File: src/rtl/alu_ctrl.sv
`timescale 1ns/1ps
`default_nettype none
// ============================================================================
//  Module   : alu_ctrl
//  Purpose  : Multi-cycle issue-side controller for the 8-bit ALU. It fetches
//             16-bit instructions over a req/ack port and decodes them into
//             ALU operands. It captures the ALU result and flags, then either
//             writes the result back to a 4x8 register file or resolves a
//             branch.
//  Options  : ALU_CTRL_TIMEOUT_EN adds a fetch-wait watchdog. After TIMEOUT
//             FETCH cycles without ack, the core halts and raises err.
//  Revision : 1.0 - initial release
// ============================================================================
module alu_ctrl #(
    parameter logic [7:0] PC_RESET = 8'd0
`ifdef ALU_CTRL_TIMEOUT_EN
    ,
    parameter int TIMEOUT = 16
`endif
) (
    input  logic        clk,
    input  logic        rst,
    output logic        imem_req,
    output logic [7:0]  imem_addr,
    input  logic        imem_ack,
    input  logic [15:0] imem_rdata,
    output logic [3:0]  alu_func,
    output logic [7:0]  alu_a,
    output logic [7:0]  alu_b,
    input  logic [7:0]  alu_result,
    input  logic [3:0]  alu_flags,
    output logic        retire,
    output logic        halted
`ifdef ALU_CTRL_TIMEOUT_EN
    ,
    output logic        err
`endif
);

    // Opcode / ALU function codes shared with the ALU
    localparam logic [3:0] c_OP_ADD = 4'd0;
    localparam logic [3:0] c_OP_SUB = 4'd1;
    localparam logic [3:0] c_OP_MUL = 4'd2;
    localparam logic [3:0] c_OP_DIV = 4'd3;
    localparam logic [3:0] c_OP_LDI = 4'd4;
    localparam logic [3:0] c_OP_BNE = 4'd5;
    localparam logic [3:0] c_OP_BEQ = 4'd6;
    localparam logic [3:0] c_OP_MOV = 4'd7;
    localparam logic [3:0] c_OP_NA  = 4'd15;

    typedef enum logic [2:0] {
        S_IDLE   = 3'd0,
        S_FETCH  = 3'd1,
        S_DECODE = 3'd2,
        S_EXEC   = 3'd3,
        S_WB     = 3'd4,
        S_HALT   = 3'd5
    } state_t;

    state_t      r_state;
    logic        r_req;
    logic [7:0]  r_pc;
    logic [15:0] r_ir;
    logic [7:0]  r_res;
    logic        r_flg0;
    logic [3:0]  r_func;
    logic [7:0]  r_a;
    logic [7:0]  r_b;
    logic        r_retire;
    logic        r_halted;
    logic [7:0]  r_regs [4];

    // Instruction fields of the latched instruction word
    logic [3:0]  w_op;
    logic [1:0]  w_rd;
    logic [1:0]  w_rs;
    logic [7:0]  w_imm;

    assign w_op  = r_ir[15:12];
    assign w_rd  = r_ir[11:10];
    assign w_rs  = r_ir[9:8];
    assign w_imm = r_ir[7:0];

    // Only the branch condition bit of the ALU flags drives control flow
    logic w_unused_flags;
    assign w_unused_flags = ^alu_flags[3:1];

`ifdef ALU_CTRL_TIMEOUT_EN
    localparam int c_WAIT_W = (TIMEOUT > 1) ? $clog2(TIMEOUT) : 1;
    localparam logic [c_WAIT_W-1:0] c_WAIT_LAST = c_WAIT_W'(TIMEOUT - 1);

    logic [c_WAIT_W-1:0] r_wait;
    logic                r_err;

    assign err = r_err;
`endif

    assign imem_req  = r_req;
    assign imem_addr = r_pc;
    assign alu_func  = r_func;
    assign alu_a     = r_a;
    assign alu_b     = r_b;
    assign retire    = r_retire;
    assign halted    = r_halted;

    // Control FSM: fetch, decode, execute and write-back with registered outputs
    always_ff @(posedge clk) begin
        if (rst) begin
            r_state  <= S_IDLE;
            r_req    <= 1'b0;
            r_pc     <= PC_RESET;
            r_ir     <= 16'd0;
            r_res    <= 8'd0;
            r_flg0   <= 1'b0;
            r_func   <= c_OP_NA;
            r_a      <= 8'd0;
            r_b      <= 8'd0;
            r_retire <= 1'b0;
            r_halted <= 1'b0;
            for (int i = 0; i < 4; i++) begin
                r_regs[i] <= 8'd0;
            end
`ifdef ALU_CTRL_TIMEOUT_EN
            r_wait   <= '0;
            r_err    <= 1'b0;
`endif
        end else begin
            r_retire <= 1'b0;
            case (r_state)
                S_IDLE: begin
                    // Any ack seen here belongs to a fetch abandoned by reset
                    r_state <= S_FETCH;
                    r_req   <= 1'b1;
`ifdef ALU_CTRL_TIMEOUT_EN
                    r_wait  <= '0;
`endif
                end
                S_FETCH: begin
                    if (imem_ack) begin
                        r_ir    <= imem_rdata;
                        r_req   <= 1'b0;
                        r_state <= S_DECODE;
                    end
`ifdef ALU_CTRL_TIMEOUT_EN
                    else if (r_wait == c_WAIT_LAST) begin
                        r_req    <= 1'b0;
                        r_halted <= 1'b1;
                        r_err    <= 1'b1;
                        r_state  <= S_HALT;
                    end else begin
                        r_wait <= r_wait + 1'b1;
                    end
`endif
                end
                S_DECODE: begin
                    r_func  <= w_op[3] ? c_OP_NA : w_op;
                    r_a     <= r_regs[w_rd];
                    r_b     <= (w_op == c_OP_LDI) ? w_imm : r_regs[w_rs];
                    r_state <= S_EXEC;
                end
                S_EXEC: begin
                    r_res   <= alu_result;
                    r_flg0  <= alu_flags[0];
                    r_state <= S_WB;
                end
                S_WB: begin
                    if (w_op == c_OP_NA) begin
                        // HALT keeps PC pointing at the halting instruction
                        r_halted <= 1'b1;
                        r_state  <= S_HALT;
                    end else begin
                        r_retire <= 1'b1;
                        r_req    <= 1'b1;
                        r_state  <= S_FETCH;
`ifdef ALU_CTRL_TIMEOUT_EN
                        r_wait   <= '0;
`endif
                        case (w_op)
                            c_OP_ADD, c_OP_SUB, c_OP_MUL, c_OP_DIV,
                            c_OP_LDI, c_OP_MOV: begin
                                r_regs[w_rd] <= r_res;
                                r_pc         <= r_pc + 8'd1;
                            end
                            // Branch is taken when the ALU reports condition bit 0 clear
                            c_OP_BNE, c_OP_BEQ: begin
                                r_pc <= r_flg0 ? (r_pc + 8'd1) : w_imm;
                            end
                            default: begin
                                r_pc <= r_pc + 8'd1;
                            end
                        endcase
                    end
                end
                S_HALT: begin
                    r_state <= S_HALT;
                end
                default: begin
                    r_state <= S_IDLE;
                    r_req   <= 1'b0;
                end
            endcase
        end
    end

endmodule
`default_nettype wire
File: config.mk
export PLATFORM = sky130hd
export DESIGN_NAME = alu_ctrl
export DESIGN_NICKNAME = d
export VERILOG_FILES = /design/src/rtl/alu_ctrl.sv
export SDC_FILE = /design/constraint.sdc
export NUM_CORES = 1
export LEC_CHECK = 0
export CORE_ASPECT_RATIO = 0.6
export CORE_MARGIN = 5
export CORE_UTILIZATION = 30
export DETAILED_ROUTE_END_ITERATION = 6
export GPL_ROUTABILITY_DRIVEN = 0
export HOLD_SLACK_MARGIN = 0.02
export SLEW_MARGIN = 15
export SYNTH_ARGS = -nofsm -noshare
export SYNTH_HDL_FRONTEND = slang
export SYNTH_SLANG_ARGS = --single-unit
File: constraint.sdc
create_clock -name clk -period 2.1 [get_ports clk]
set_input_delay 0.21 -clock clk [delete_from_list [all_inputs] [get_ports clk]]
set_output_delay 0.21 -clock clk [all_outputs]
set_load 0.03 [all_outputs]
==> flow_summary_export.csv <==
group,metric,value,unit
detailed_routing,drt_iter0_drc,216,
cts,numCtsBuffers,9,
cts,clkTransAtPathRegs,0.07,ns
die,ioPinCount,62,
timing,fmax,508.3,MHz
global_routing,grt_pass1_wl,17.21,mm
flow_run,max-cap-violations,0,
hold_path,hp-class,"in -> reg",
setup_path,crit_slowest_cell,"or3b_4",
die,die_h,100.8,um
detailed_routing,dr_total_vias,3144,
synth,synth_warnings,0,
timing,skew,0.007417,ns
synth,synth_cells,395,
setup_path,critPathBufInv,0,
timing,timing.setup.tns,0,ns
setup_path,crit_fanout,8,
setup_path,critical-path-top-delay-family,"simple AND/OR/NAND/NOR gates",
setup_path,setup.worst_path.start,"r_state[0]",
setup_path,arrival,2.00,ns
setup_path,timing.rr.start,"r_state[0]",
setup_path,path_class,"reg -> reg",
finish,n_antenna_cell,0,
setup_path,worstSetupEndpointType,"flop",
cts,post_cts_buffers,0,
detailed_routing,drt-pass1-iter-count,4,
placed_design,port_buffers,58,
synth,yosys_register_bits,93,
die,fp.dieArea,16250,sq um
timing,hold_viol,0,
timing,maxSlewHeadroom,0.5170,
setup_path,cp_data_required_time,2.13,ns
setup_path,cp-endpoint,"r_regs[0][5]",
synth,syn_nets,427,
synth,yosysSeqAreaShare,0.5299,
timing,min_period,1.967,ns
global_routing,grt_util_all_layers,0.1377,
setup_path,rr_worst_depth,4,
setup_path,cpPeakStageDelay,0.45,ns
detailed_routing,drc,0,
die,die_x,161.3,um
run_status,status,"finished, final reports clean",
synth,ys_top_cells_by_count,"nand2_1, dfxtp_1, a21oi_1",
setup_path,rrSetupSlack,0.13,ns
power,leakage,1.923,nW
global_routing,first_global_vias,3129,
timing,slew_viol_final,0,
cts,cts_tree,"done",
detailed_routing,drt-vias-per-instance,4.943,
cts,hold_buffers,0,
global_routing,grt_start_max_net_pins,35,
detailed_routing,finalWirelength,10.83,mm
placed_design,dp_hpwl,8.042,mm
setup_path,path_cells,"or3b_4 > a2111oi_4 > nor3b_2 > or2_2",
synth,synth_area_leader_cell,"dfxtp_1",
detailed_routing,drtAntennaViolNets,0,
synth,syn-cell-area,4118,sq um
power,ir_worst_vdd,0.0003970,V
setup_path,start_kind,"flop",
power,fin_total_pwr,0.004195,W
timing,setup_viol,0,
finish,area_growth,28.71,%
timing,worst_pin_slew,0.7223,ns
synth,async_reset_ff_frac,0,
setup_path,r2r-end,"r_regs[0][5]",
cts,cts_sinks,93,
synth,synthTopCellsByArea,"dfxtp_1, edfxtp_1, mux4_2",
die,num_rows,33,
cts,clk_latency,0.35,ns
die,start_util,0.3040,
timing,min_period_over_period,0.9368,
synth,synth_area_per_cell,10.42,sq um
synth,synth_top_area_share,0.2966,
cts,cts_root_buf,"clkbuf_16",
global_routing,antenna_found_initial,0,
cts,htree_levels,3,
global_routing,grt_overflow_total,0,
synth,ys_types,50,
finish,num-nets-final,488,
detailed_routing,drt-wirelength-per-cell,17.02,um
finish,layout-drive-gt1-share,0.1453,
timing,rsz0062_at_grt,"false",
setup_path,cp_num_cells,4,
cts,ctsLongestPathBuffers,2,
die,coreArea,13540,sq um
power,powerDensity,791.5,nW/um^2
synth,synthFlopType,"dfxtp_1",
finish,fill_cells,1300,
timing,hold_slack,0.2352,ns
synth,synth.most_common_cell,"nand2_1",
synth,synth_edf_count,32,
## final cells by class
type                       instances  area [sq um]  share of cell area
sequential                        93          2182              0.4117
multi-input combinational        269          1803              0.3402
timing repair buffer              77         730.7              0.1379
clock buffer                      13         325.3             0.06138
tap                              175         219.0             0.04131
inverter                           6         22.52            0.004249
clock inverter                     3         17.52            0.003305
## how the worst min path moves through the flow
| stage | startpoint | endpoint | cells past startpoint |
|---|---|---|---|
| after global placement | alu_a[1] | alu_a[1] | 2 |
| final | rst | r_res[4] | 2 |
| after CTS | rst | r_res[4] | 2 |
| after floorplan | imem_rdata[0] | r_ir[0] | 2 |
| after global routing | rst | r_res[5] | 2 |
| after detailed placement | alu_a[5] | alu_a[5] | 2 |
## sequential cells by signal, summed over array words and instances, names as in the netlist, named ones only
register and flops:
alu_a 8, alu_b 8, alu_func 4, halted 1
imem_addr 8, imem_req 1, r_flg0 1, r_ir 16
r_regs 32, r_res 8, r_state 3, retire 1
## through the flow
stage	setup WS, ns	cells	area, sq um	util
after floorplan	0.004166	395	4120	-
after global placement	0.1698	620	4956	0.3659
after detailed placement	0.1242	620	4956	0.3659
after CTS	0.09261	636	5299	0.3913
after global routing	0.03252	636	5300	0.3914
final	0.1327	636	5300	0.3914
## where the power goes
| part | internal [W] | switching, W | leakage (nW) |
|---|---|---|---|
| Sequential | 0.00193 | 0.0000584 | 0.826 |
| Clock | 0.00109 | 0.000696 | 0.168 |
| Combinational | 0.000198 | 0.000228 | 0.929 |
| Total | 0.00321 | 0.000982 | 1.92 |
## cell usage in the layout, fill, tap and decap left out, types with 2 or more instances in the layout
master	instances
a211oi_1	4
a21oi_1	49
a22oi_1	2
a31oi_1	2
a32o_1	2
and2_1	32
buf_4	18
clkbuf_16	13
clkdlybuf4s50_1	57
clkinv_2	2
dfxtp_1	61
edfxtp_1	32
inv_1	5
mux2i_1	10
mux4_2	16
nand2_1	68
nand3_1	7
nand3b_1	3
nor2_1	19
nor2b_1	4
nor3_1	4
nor3b_2	2
o21ai_0	16
o32ai_1	2
o41ai_1	2
or2_2	2
or3b_2	2
## per-layer routing
layer / up-vias / wire length [um] / GRT usage / part of all wire
li1: 1526 / - / - / -
met1: 1532 / 5487 / 0.1976 / 0.51
met2: 77 / 4565 / 0.2053 / 0.42
met3: 9 / 673 / 0.04046 / 0.062
met4: 0 / 99 / 0.03342 / 0.0091
met5: - / 0 / 0 / 0
## worst reg2reg max path, delay by kind of cell (launching register included)
kind | cells | cell delay, ns
simple gates | 3 | 0.97
flops | 1 | 0.31
compound gates | 1 | 0.37
## cells by family (layout without fill, tap and decap cells)
group,after synthesis,in the layout,share of synthesized area
xor+xnor,2,2,0.004255
buf+inv,33,99,0.03433
flops,93,93,0.5299
fa+ha+maj,1,1,0.003038
mux,26,26,0.1118
simple gates,155,155,0.1926
compound gates,85,85,0.1240
## what timing repair did
item	CTS	global route
endpoints found under the setup margin	0	8
resized for setup	0	1
endpoints found under the hold margin	0	0
No activity file was read; power rests on OpenSTA's default activity.
